==> src/rtl/dsp_pkg.sv <==
// OPMODE field encodings and default widths shared by the DSP post-adder stage.
package dsp_pkg;

    localparam int M_WIDTH_DEFAULT = 36;
    localparam int P_WIDTH_DEFAULT = 48;

    localparam logic [1:0] X_ZERO = 2'd0;
    localparam logic [1:0] X_M    = 2'd1;
    localparam logic [1:0] X_P    = 2'd2;
    localparam logic [1:0] X_C    = 2'd3;

    localparam logic [1:0] Z_ZERO = 2'd0;
    localparam logic [1:0] Z_PCIN = 2'd1;
    localparam logic [1:0] Z_P    = 2'd2;
    localparam logic [1:0] Z_C    = 2'd3;

    localparam int OP_X_LSB = 0;
    localparam int OP_Z_LSB = 2;
    localparam int OP_CIN   = 4;
    localparam int OP_SUB   = 5;

endpackage

==> src/rtl/post_adder_mux.sv <==
// Combinational X/Z operand selection and (P_WIDTH+1)-bit add/subtract.
// The overflow output exists only when POST_ADD_OVF_EN is defined.
module post_adder_mux
    import dsp_pkg::*;
#(
    parameter int M_WIDTH = M_WIDTH_DEFAULT,
    parameter int P_WIDTH = P_WIDTH_DEFAULT
) (
    input  logic [5:0]         opmode,
    input  logic               acc_clr,
    input  logic [M_WIDTH-1:0] m,
    input  logic [P_WIDTH-1:0] c,
    input  logic [P_WIDTH-1:0] pcin,
    input  logic [P_WIDTH-1:0] p_fb,
`ifdef POST_ADD_OVF_EN
    output logic               ovf,
`endif
    output logic [P_WIDTH:0]   sum
);

    logic [P_WIDTH-1:0] fb;
    logic [P_WIDTH-1:0] x;
    logic [P_WIDTH-1:0] z;
    logic [P_WIDTH:0]   cin_ext;
    logic               sub;

    assign fb      = acc_clr ? '0 : p_fb;
    assign sub     = opmode[OP_SUB];
    assign cin_ext = {{P_WIDTH{1'b0}}, opmode[OP_CIN]};

    always_comb begin
        x = '0;
        case (opmode[OP_X_LSB +: 2])
            X_ZERO:  x = '0;
            X_M:     x = {{(P_WIDTH-M_WIDTH){m[M_WIDTH-1]}}, m};
            X_P:     x = fb;
            default: x = c;
        endcase
    end

    always_comb begin
        z = '0;
        case (opmode[OP_Z_LSB +: 2])
            Z_ZERO:  z = '0;
            Z_PCIN:  z = pcin;
            Z_P:     z = fb;
            default: z = c;
        endcase
    end

    // Operands are zero-extended so bit P_WIDTH is the raw carry (or borrow) out.
    assign sum = sub ? ({1'b0, z} - ({1'b0, x} + cin_ext))
                     : ({1'b0, z} + {1'b0, x} + cin_ext);

`ifdef POST_ADD_OVF_EN
    // Subtraction flips the effective sign of X.
    assign ovf = (sum[P_WIDTH-1] != z[P_WIDTH-1]) &&
                 (sub ? (z[P_WIDTH-1] != x[P_WIDTH-1])
                      : (z[P_WIDTH-1] == x[P_WIDTH-1]));
`endif

endmodule

==> src/rtl/post_adder_acc.sv <==
// DSP post-adder/accumulator: P register, valid flop and PREG bypass.
// Define POST_ADD_OVF_EN to add the sticky OVERFLOW output.
module post_adder_acc
    import dsp_pkg::*;
#(
    parameter int M_WIDTH = M_WIDTH_DEFAULT,
    parameter int P_WIDTH = P_WIDTH_DEFAULT,
    parameter int PREG    = 1
) (
    input  logic               CLK,
    input  logic               RST,
    input  logic               CEP,
    input  logic               IN_VALID,
    input  logic               ACC_CLR,
    input  logic [5:0]         OPMODE,
    input  logic [M_WIDTH-1:0] M,
    input  logic [P_WIDTH-1:0] C,
    input  logic [P_WIDTH-1:0] PCIN,
    output logic [P_WIDTH-1:0] P,
    output logic [P_WIDTH-1:0] PCOUT,
    output logic               CARRYOUT,
`ifdef POST_ADD_OVF_EN
    output logic               OVERFLOW,
`endif
    output logic               P_VALID
);

    logic [P_WIDTH-1:0] p_fb;
    logic [P_WIDTH:0]   sum;
`ifdef POST_ADD_OVF_EN
    logic               ovf;
`endif

    post_adder_mux #(
        .M_WIDTH (M_WIDTH),
        .P_WIDTH (P_WIDTH)
    ) u_mux (
        .opmode  (OPMODE),
        .acc_clr (ACC_CLR),
        .m       (M),
        .c       (C),
        .pcin    (PCIN),
        .p_fb    (p_fb),
`ifdef POST_ADD_OVF_EN
        .ovf     (ovf),
`endif
        .sum     (sum)
    );

    generate
        if (PREG != 0) begin : g_preg
            logic [P_WIDTH-1:0] p_q;
            logic               co_q;
            logic               valid_q;

            always_ff @(posedge CLK or posedge RST) begin
                if (RST) begin
                    p_q     <= '0;
                    co_q    <= 1'b0;
                    valid_q <= 1'b0;
                end else if (CEP) begin
                    valid_q <= IN_VALID;
                    if (IN_VALID) begin
                        p_q  <= sum[P_WIDTH-1:0];
                        co_q <= sum[P_WIDTH];
                    end
                end
            end

            assign p_fb     = p_q;
            assign P        = p_q;
            assign CARRYOUT = co_q;
            assign P_VALID  = valid_q;

`ifdef POST_ADD_OVF_EN
            logic ovf_q;

            // ACC_CLR starts a new accumulation, so the sticky history restarts too.
            always_ff @(posedge CLK or posedge RST) begin
                if (RST) begin
                    ovf_q <= 1'b0;
                end else if (CEP && IN_VALID) begin
                    ovf_q <= ACC_CLR ? ovf : (ovf_q | ovf);
                end
            end

            assign OVERFLOW = ovf_q;
`endif
        end else begin : g_bypass
            assign p_fb     = '0;
            assign P        = sum[P_WIDTH-1:0];
            assign CARRYOUT = sum[P_WIDTH];
            assign P_VALID  = IN_VALID;
`ifdef POST_ADD_OVF_EN
            assign OVERFLOW = ovf;
`endif
        end
    endgenerate

    assign PCOUT = P;

endmodule

==> config.mk <==
export PLATFORM = sky130hd
export DESIGN_NAME = post_adder_acc
export DESIGN_NICKNAME = d
export VERILOG_FILES = /design/src/rtl/dsp_pkg.sv /design/src/rtl/post_adder_mux.sv /design/src/rtl/post_adder_acc.sv
export SDC_FILE = /design/constraint.sdc
export NUM_CORES = 1
export LEC_CHECK = 0
export CORE_MARGIN = 4
export CORE_UTILIZATION = 23
export CTS_CLUSTER_SIZE = 30
export DETAILED_ROUTE_END_ITERATION = 8
export PLACE_DENSITY_LB_ADDON = 0.12
export REMOVE_ABC_BUFFERS = 1
export SYNTH_ARGS = -nofsm -noshare
export SYNTH_HDL_FRONTEND = slang
export SYNTH_SLANG_ARGS = --single-unit
==> constraint.sdc <==
create_clock -name CLK -period 5.32 [get_ports CLK]
set_input_delay 0.798 -clock CLK [delete_from_list [all_inputs] [get_ports CLK]]
set_output_delay 0.798 -clock CLK [all_outputs]
set_load 0.01 [all_outputs]
==> metrics.yaml <==
postSynthAreaPerCell_um2: 7.01
cpMostUsedCell: "buf_4"
cp_slowest_cell: "clkdlybuf4s50_1"
setup_viol: 0
synth_edf_count: 0
hold_violations: 0
synth-async-reset-ratio_pct: 100
multiInputGateArea_um2: 8850
fillCellCount: 5283
cts_buffers: 5
wire_per_inst_um: 19.7
final_area_um2: 15600
clk_pin_slew_ns: 0.10
io_buffers: 240
initial_core_util_pct: 23.3
gp_congestion: 0.878
grt_antenna_before_repair: 5
ys_warn_count: 0
viasPerCell: 4.91
num_rows: 80
whs_ns: 0.539
dp_cells: 2524
cp_slowest_stage_delay_ns: 0.49
synth_top_area_share_pct: 15.8
vias: 12400
hp-class: "flop to flop"
grt_most_used_layer: "met2"
ant_nets: 0
crit_type: "input pin to flop"
fin_util_pct: 32.5
synth_cell_types: 74
crit_arrival_ns: 5.37
dpl.hpwl_um: 40500
ys_dominant_reg_cell: "dfrtp_1"
slew_viol_final: 0
power_leakage_nw: 6.80
period_share_pct: 96.9
tightest_slew_ns: 0.892
synth_area_leader_cell: "ha_1"
synth_area_leaders: "ha_1 (16%), dfrtp_1 (11%), o21ai_0 (7.6%)"
seq_area_um2: 1250
die_w_um: 228
path_cells: "clkdlybuf4s50_1, and3_1, a211o_1, buf_4, xor2_1, ha_1, or2_2, ha_1, and4b_1, a22o_1, o211ai_1, a211oi_1, o31ai_1, buf_4, a21oi_1, buf_4, a21boi_1, nor4_1, a311oi_1, a221oi_2"
p_per_area_nw_per_um2: 305
finClkSkew_ns: 0.0162
final_common_cell: "clkdlybuf4s50_1"
grt_util_met1_pct: 27.0
path_buf_inv: 4
route.detailed.drc: 0
end_kind: "flop"
worst-path-max-fanout: 4
status: "finished clean"
cts_hold_buf: 0
grt.total_usage_pct: 18.5
grt_max_degree: 52
slew_headroom_pct: 39.9
syn_to_final_growth_pct: 39.7
instances_no_fill: 2533
use_met2_pct: 29.5
max_freq_mhz: 194
grt_pass1_wl_um: 75900
clkLatencyLatePin_ns: 0.35
fin_nets: 2203
crit_required_ns: 5.53
drive_gt1_share_pct: 16.5
post_dp_cell_area_um2: 15300
drtIter0Drc: 797
core_area_um2: 47800
use_met3_pct: 2.46
critPathLaunchType: "input pin"
synth.yosys.seq_area_share_pct: 11.2
grt_pass1_vias: 12600
die_y_um: 228
totalWireLength_um: 50000
first_pass_iters: 5
finalPower_mw: 4.75
cts_tree: "yes"
ctsLongestPathBuffers: 2
drv_cap: 0
min_period_ns: 5.16
n_antenna_cell: 0
syn_area_um2: 11100
clockRootBuffer: "clkbuf_16"
die_area_um2: 52000
overflow: 0
h-tree-depth: 2
ir_drop_mv: 0.143
cp_top_family: "compound AO/OA/AOI/OAI gates"
ys_ff_latch: 50
pin_count: 241
syn_inst: 1589
cts.sinks: 50
final_cell_mix: "clkdlybuf4s50_1 (236), buf_4 (213), nand2_1 (201), o21ai_0 (168), a21oi_1 (146)"
Yosys cell counts, types with 4 or more instances:
library cell  number
a221o_1            4
dfrtp_1           50
o21bai_1          14
mux2i_1            7
nor4_1             4
o21ai_0          170
xnor2_1           47
o21ai_1            9
buf_4             49
nand2b_1          10
a211oi_1          11
a21o_1            50
nand2_1          202
nor3b_1           31
and3_1            11
a211o_1            5
o221ai_1           4
a311oi_1           6
xor2_1            37
ha_1             141
inv_1            120
nor3_1            17
a21oi_1          147
o211ai_1          10
a22o_1            27
nand4_1           24
or2_2              4
clkbuf_1          79
nor2_1            97
buf_1              8
a221oi_1           4
nand3_1           14
nor2b_1            8
a31oi_1           15
mux2_2            50
o31ai_1            5
a22oi_1           26
o21a_1            17
final timing paths:
path | startpoint | endpoint | cells past startpoint | slack [ns]
max | OPMODE[1] | P[47] | 20 | 0.16
min | P_VALID | P_VALID | 2 | 0.54
max reg2reg | P[0] | P[47] | 19 | 0.64
min reg2reg | P_VALID | P_VALID | 2 | 0.54
max in group asynchronous | RST | P[20] | 3 | 3.70
min in group asynchronous | RST | P_VALID | 3 | 1.03
layer usage:
layer,vias to the layer above,routed length (um),share of wire (%)
li1,6265,-,-
met1,5862,25400,51
met2,299,22100,44
met3,18,2000,4.0
met4,2,451,0.90
met5,-,13,0.026
final cells by class:
class | instances | share of cell area, %
multi-input combinational | 1280 | 56.9
timing repair buffer | 459 | 26.3
sequential | 50 | 8.04
tap | 615 | 4.94
inverter | 121 | 2.93
clock buffer | 7 | 0.917
clock inverter | 1 | 0.0322
per-stage QoR:
step	setup TNS [ns]	setup WS [ns]
after CTS	0	0.0100
after detailed placement	-3.65	-0.431
after global routing	-0.00716	-0.00465
after global placement	-3.16	-0.433
after floorplan	-1.60	-0.450
final	0	0.162
cells by family after synthesis:
logic type	Yosys count	synth area share [%]
multiplexers	57	5.68
flip-flops	50	11.2
XOR/XNOR	84	6.61
buffers and inverters	259	10.4
adder cells (fa/ha/maj)	143	16.2
AO/OA/AOI/OAI	555	31.3
AND/OR/NAND/NOR	441	18.5
where the power goes:
part           internal [mW]  total [mW]  switching, mW
Clock                  0.190       0.411          0.221
Combinational           1.79        3.62           1.83
Sequential             0.508       0.719          0.211
sequential cells by signal, indices dropped and copies added, names as in the netlist:
| signal | count |
|---|---|
| CARRYOUT | 1 |
| P | 48 |
| P_VALID | 1 |
worst register-to-register path: stages, from the launching register on:
cell	delay [ns]
dfrtp_1	0.49
nor4bb_4	0.22
a211o_1	0.27
buf_4	0.15
xor2_1	0.13
ha_1	0.19
or2_2	0.31
ha_1	0.32
and4b_1	0.18
a22o_1	0.24
o211ai_1	0.32
a211oi_1	0.17
o31ai_1	0.35
buf_4	0.18
a21oi_1	0.05
buf_4	0.16
a21boi_1	0.24
nor4_1	0.09
a311oi_1	0.37
a221oi_2	0.10
what timing repair did:
item,4_1_cts,5_1_grt
endpoints found under the hold margin,0,0
endpoints found under the setup margin,2,19
gates resized for setup,4,22
setup buffers,0,1
pin swaps,0,8
No activity file was read; power rests on OpenSTA's default activity.
==> patch 1 (config.mk and constraints unchanged) <==
Set the package constant `OP_Z_LSB` to 1 (it was 2).
--- a/src/rtl/dsp_pkg.sv
+++ b/src/rtl/dsp_pkg.sv
@@ -17,3 +17,3 @@
     localparam int OP_X_LSB = 0;
-    localparam int OP_Z_LSB = 2;
+    localparam int OP_Z_LSB = 1;
     localparam int OP_CIN   = 4;
Formal check against the unedited RTL: not equivalent (a bounded check fails within 4 cycles, from zero or initial values and one cycle with RST high).
==> patch 1 against the original RTL <==
Clock power shrank 4%; final area up 1.3%; global-route usage decreased by 0.41 points; setup slack gained 0.051 ns; total power is 0.18% higher; non-clock buffer count up 63; sequential cell count unchanged; register-to-register slack lost 0.10 ns; wire length shrank 5.6%; area after synthesis fell by 2.4%; first-iteration DRC count fell by 29%; maximum frequency grew 1.0%; critical endpoint is now P[36]; cell count up 0.16%.
==> patch 1: results (changes against the original RTL) <==
----------------------------------------------------
[Synthesis]
  Complex-gate fraction of the synthesized area ... 30.38% (-0.96 points)
  Gate Count Post-Synth ... 1536 (-3.3%)
  Post-synthesis adder-cell area fraction ... 16.60% (+0.40 points)
  Synth top cells by count ... 191 x sky130_fd_sc_hd__nand2_1, 146 x sky130_fd_sc_hd__a21oi_1, 141 x sky130_fd_sc_hd__ha_1
  Distinct cells, synth ... 72 (-2.7%)
  Share of the yosys chip area belonging to registers ... 11.51% (+0.28 points)

[STA]
  Headroom to the max-slew limit ... 34.00% (-5.9 points)
  Maximum clock skew at final layout ... 0.01001 ns (-0.006228 ns)

[Placement]
  Detail Placement HPWL ... 38.61 mm (-4.6%)
  Worst slack at placement ... -0.4717 ns (-0.04028 ns)
  Number of instances in the placed design ... 2523 (-0.040%)
  Total cell area at the placement stage ... 0.01550 mm² (+1.4%)
  Number of buffer cells added on primary ports ... 239 (-0.42%)
  Routability congestion estimate from global placement ... 0.8900 (+1.4%)

[Drt]
  Routed length on met2 ... 22.73 mm (+2.9%)
  Metal-1 WL ... 21.78 mm (-14%)
  Violation count after the first detailed-route iteration ... 565 (-29%)
  Highest routed layer ... met4
  Wirelength, routed ... 47.19 mm (-5.6%)
  First-pass iteration count of the detailed router ... 4 (-1)

[Layout]
  Area used by multi-input combinational logic ... 0.008517 mm² (-3.8%)
  FILL cells ... 5121 (-3.1%)
  Proportion of final cell area spent on non-clock buffers ... 29.15% (+2.9 points)
  Share of the core filled with cells ... 33.79% (+1.3 points)
  Ant. Diodes ... 2 (+2)
  Multi-In Gates ... 1219 (-4.8%)
  Plain + repair buffers ... 522 (+14%)

[GRT]
  Met1 track demand over resource ... 23.78% (-3.2 points)
  First-pass GRT wire length ... 72.11 mm (-5.0%)
  Initial antenna violation count ... 2 (-3)
  Grt met2 use ... 31.47% (+2.0 points)
  Maximum number of pins on one net before global-route repair ... 54 (+3.8%)

[Status]
  Outcome ... finished clean

[Pwr]
  Leakage ... 7.019 nW (+3.3%)

[Critical path]
  Critical path peak fanout ... 3 (-1)

----------------------------------------------------
==> patch 1: changes by cell type after synthesis, sizes merged, moves of 7 or more <==
cell   change
o21a       -7
nor2      -20
inv        +8
o21ai     -21
nand2     -11
a21o       -7
==> patch 1: power groups by stage <==
| stage | sequential, mW | combinational [mW] | clock, mW |
|---|---|---|---|
| 2_1_floorplan | 0.786 | 1.71 | 0 |
| 3_3_place_gp | 0.714 | 3.65 | 0 |
| 3_5_place_dp | 0.722 | 3.63 | 0 |
| 4_1_cts | 0.715 | 3.66 | 0.420 |
| 5_1_grt | 0.741 | 4.00 | 0.425 |
| 6_report | 0.707 | 3.65 | 0.395 |
==> patch 1: what timing repair did <==
action / CTS / global route
resized for setup: 2 / 11
pin swaps: 2 / 7
endpoints found under the hold margin: 0 / 0
setup endpoints to repair: 3 / 6
setup buffers: 1 / 3
==> patch 2 (config.mk and constraints unchanged) <==
Without the edit above. Add an input register stage for `PCIN`, with the module's reset; this delays it by one clock. The other inputs are not delayed to match.
--- a/src/rtl/post_adder_acc.sv
+++ b/src/rtl/post_adder_acc.sv
@@ -27,2 +27,12 @@
 
+    logic [P_WIDTH-1:0] PCIN_q;
+
+    always_ff @(posedge CLK or posedge RST) begin
+        if (RST) begin
+            PCIN_q <= '0;
+        end else begin
+            PCIN_q <= PCIN;
+        end
+    end
+
     logic [P_WIDTH-1:0] p_fb;
@@ -41,3 +51,3 @@
         .c       (C),
-        .pcin    (PCIN),
+        .pcin    (PCIN_q),
         .p_fb    (p_fb),
Function: changed (Yosys sat finds a counterexample within 4 cycles, from zero or initial values and one cycle with RST high).
==> patch 2 against the original RTL <==
Wire length grew 5.1%; setup slack better by 0.062 ns; total power rose by 18%; largest power group unchanged; sequential cell count rose by 48; synthesized cell count is 1.3% higher; final area up 10%; largest cell class unchanged; count of clock-buffer cells in the layout grew 3; global-route usage hardly changed; area after synthesis grew 8.8%.
==> patch 2: results (changes against the original RTL) <==
----------------------------------------------------
[GRT]
  Number of global-route vias before repair ... 13.42k (+6.5%)
  First-pass GRT wire length ... 81.36 mm (+7.2%)
  Initial antenna violation count ... 4 (-1)
  Total Routing Usage GR ... 18.49% (about the same)
  Maximum number of pins on one net before global-route repair ... 76 (+46%)

[Layout]
  Share of the core filled with cells ... 33.16% (+0.63 points)
  FILL cells ... 5481 (+3.7%)
  Share of post-route cells with drive strength above 1 ... 17.95% (+1.4 points)
  Number of nets in the layout ... 2270 (+3.0%)

[Synthesis]
  Mux share of post-synthesis cell area ... 5.615% (-0.070 points)
  Cell types with the largest area share after synthesis ... sky130_fd_sc_hd__dfrtp_1 20%, sky130_fd_sc_hd__ha_1 15%, sky130_fd_sc_hd__o21ai_0 7.3%
  Synth top cells by count ... 208 x sky130_fd_sc_hd__nand2_1, 177 x sky130_fd_sc_hd__o21ai_0, 157 x sky130_fd_sc_hd__a21oi_1
  Gate Count Post-Synth ... 1610 (+1.3%)
  Xor and xnor fraction of the mapped netlist area ... 5.996% (-0.61 points)
  Complex-gate fraction of the synthesized area ... 27.66% (-3.7 points)
  Post-synthesis adder-cell area fraction ... 14.88% (-1.3 points)

[Drt]
  Routed length per placed instance ... 19.68 µm (-0.29%)
  Wirelength, routed ... 52.54 mm (+5.1%)
  Violation count after the first detailed-route iteration ... 569 (-29%)
  Average vias per placed instance ... 4.787 (-2.6%)

[Pwr]
  Maximum resistive drop on vdd ... 0.1872 mV (+31%)
  Leakage ... 7.534 nW (+11%)

[STA]
  Headroom to the max-slew limit ... 42.17% (+2.3 points)
  Maximum clock skew at final layout ... 0.02201 ns (+0.005767 ns)

[Clock network]
  Clock latency on the worst-skew pair ... 0.41 ns (+0.06 ns)
  H-tree Lvls ... 3 (+1)
  CTS Buf Count ... 9 (+4)

[Critical path]
  Maximum cell stage delay along the critical path ... 0.48 ns
  Data arrival time at the worst-slack endpoint ... 5.36 ns (about the same)
  Critical path peak fanout ... 3 (-1)

[Placement]
  Number of instances in the placed design ... 2650 (+5.0%)
  Total cell area at the placement stage ... 0.01671 mm² (+9.3%)
  Routability congestion estimate from global placement ... 0.8858 (+0.91%)
  Detail Placement HPWL ... 43.07 mm (+6.4%)
  Worst slack at placement ... -0.3190 ns (+0.1125 ns)

[Status]
  Outcome ... finished clean

----------------------------------------------------
## patch 2: worst reg2reg max path, delay by kind of cell (launching register included)
family	cells	cell delay [ns]
adder cells (fa/ha/maj)	2	0.65
XOR/XNOR	2	0.36
AND/OR/NAND/NOR	3	0.48
buffers and inverters	1	0.23
flip-flops	1	0.44
AO/OA/AOI/OAI	10	2.22
## patch 2: metal layers
metal	global-route usage (%)	part of all wire [%]	up-vias
met5	0	0.013	-
met4	3.680	1.3	2
met3	3.736	5.2	35
met2	30.08	45	300
met1	25.55	48	6067
li1	-	-	6376
## patch 2: path summary, 6_finish.rpt
check                        start          to  slack (ns)  cells after the start
max                        ACC_CLR       P[42]        0.22                     20
min                        P_VALID     P_VALID        0.55                      2
max reg2reg                   P[0]       P[42]        0.80                     18
min reg2reg                P_VALID     P_VALID        0.55                      2
max in group asynchronous      RST  PCIN_q[19]        3.58                      3
min in group asynchronous      RST  PCIN_q[41]        0.76                      2
## patch 2: layout make-up
class | instances | area (µm²) | area share, %
diodes | 1 | 2.502 | 0.01459
clock buffers | 10 | 239.0 | 1.394
clock inverters | 6 | 113.9 | 0.6640
inverters | 119 | 449.2 | 2.619
multi-input cells | 1262 | 8610 | 50.21
flip-flops and latches | 98 | 2452 | 14.30
well taps | 680 | 850.8 | 4.962
repair buffers | 494 | 4431 | 25.84
## patch 2: timing repair
action / 4_1_cts / 5_1_grt
resized for setup: 0 / 17
hold buffers: 0 / 0
setup endpoints to repair: 0 / 21
setup buffers: 0 / 3
## patch 2: power by group
group	leakage, nW	total [mW]	switching [mW]	internal, mW
logic	6.20	3.64	1.82	1.81
clock network	0.165	0.846	0.372	0.474
registers	1.17	1.12	0.228	0.892
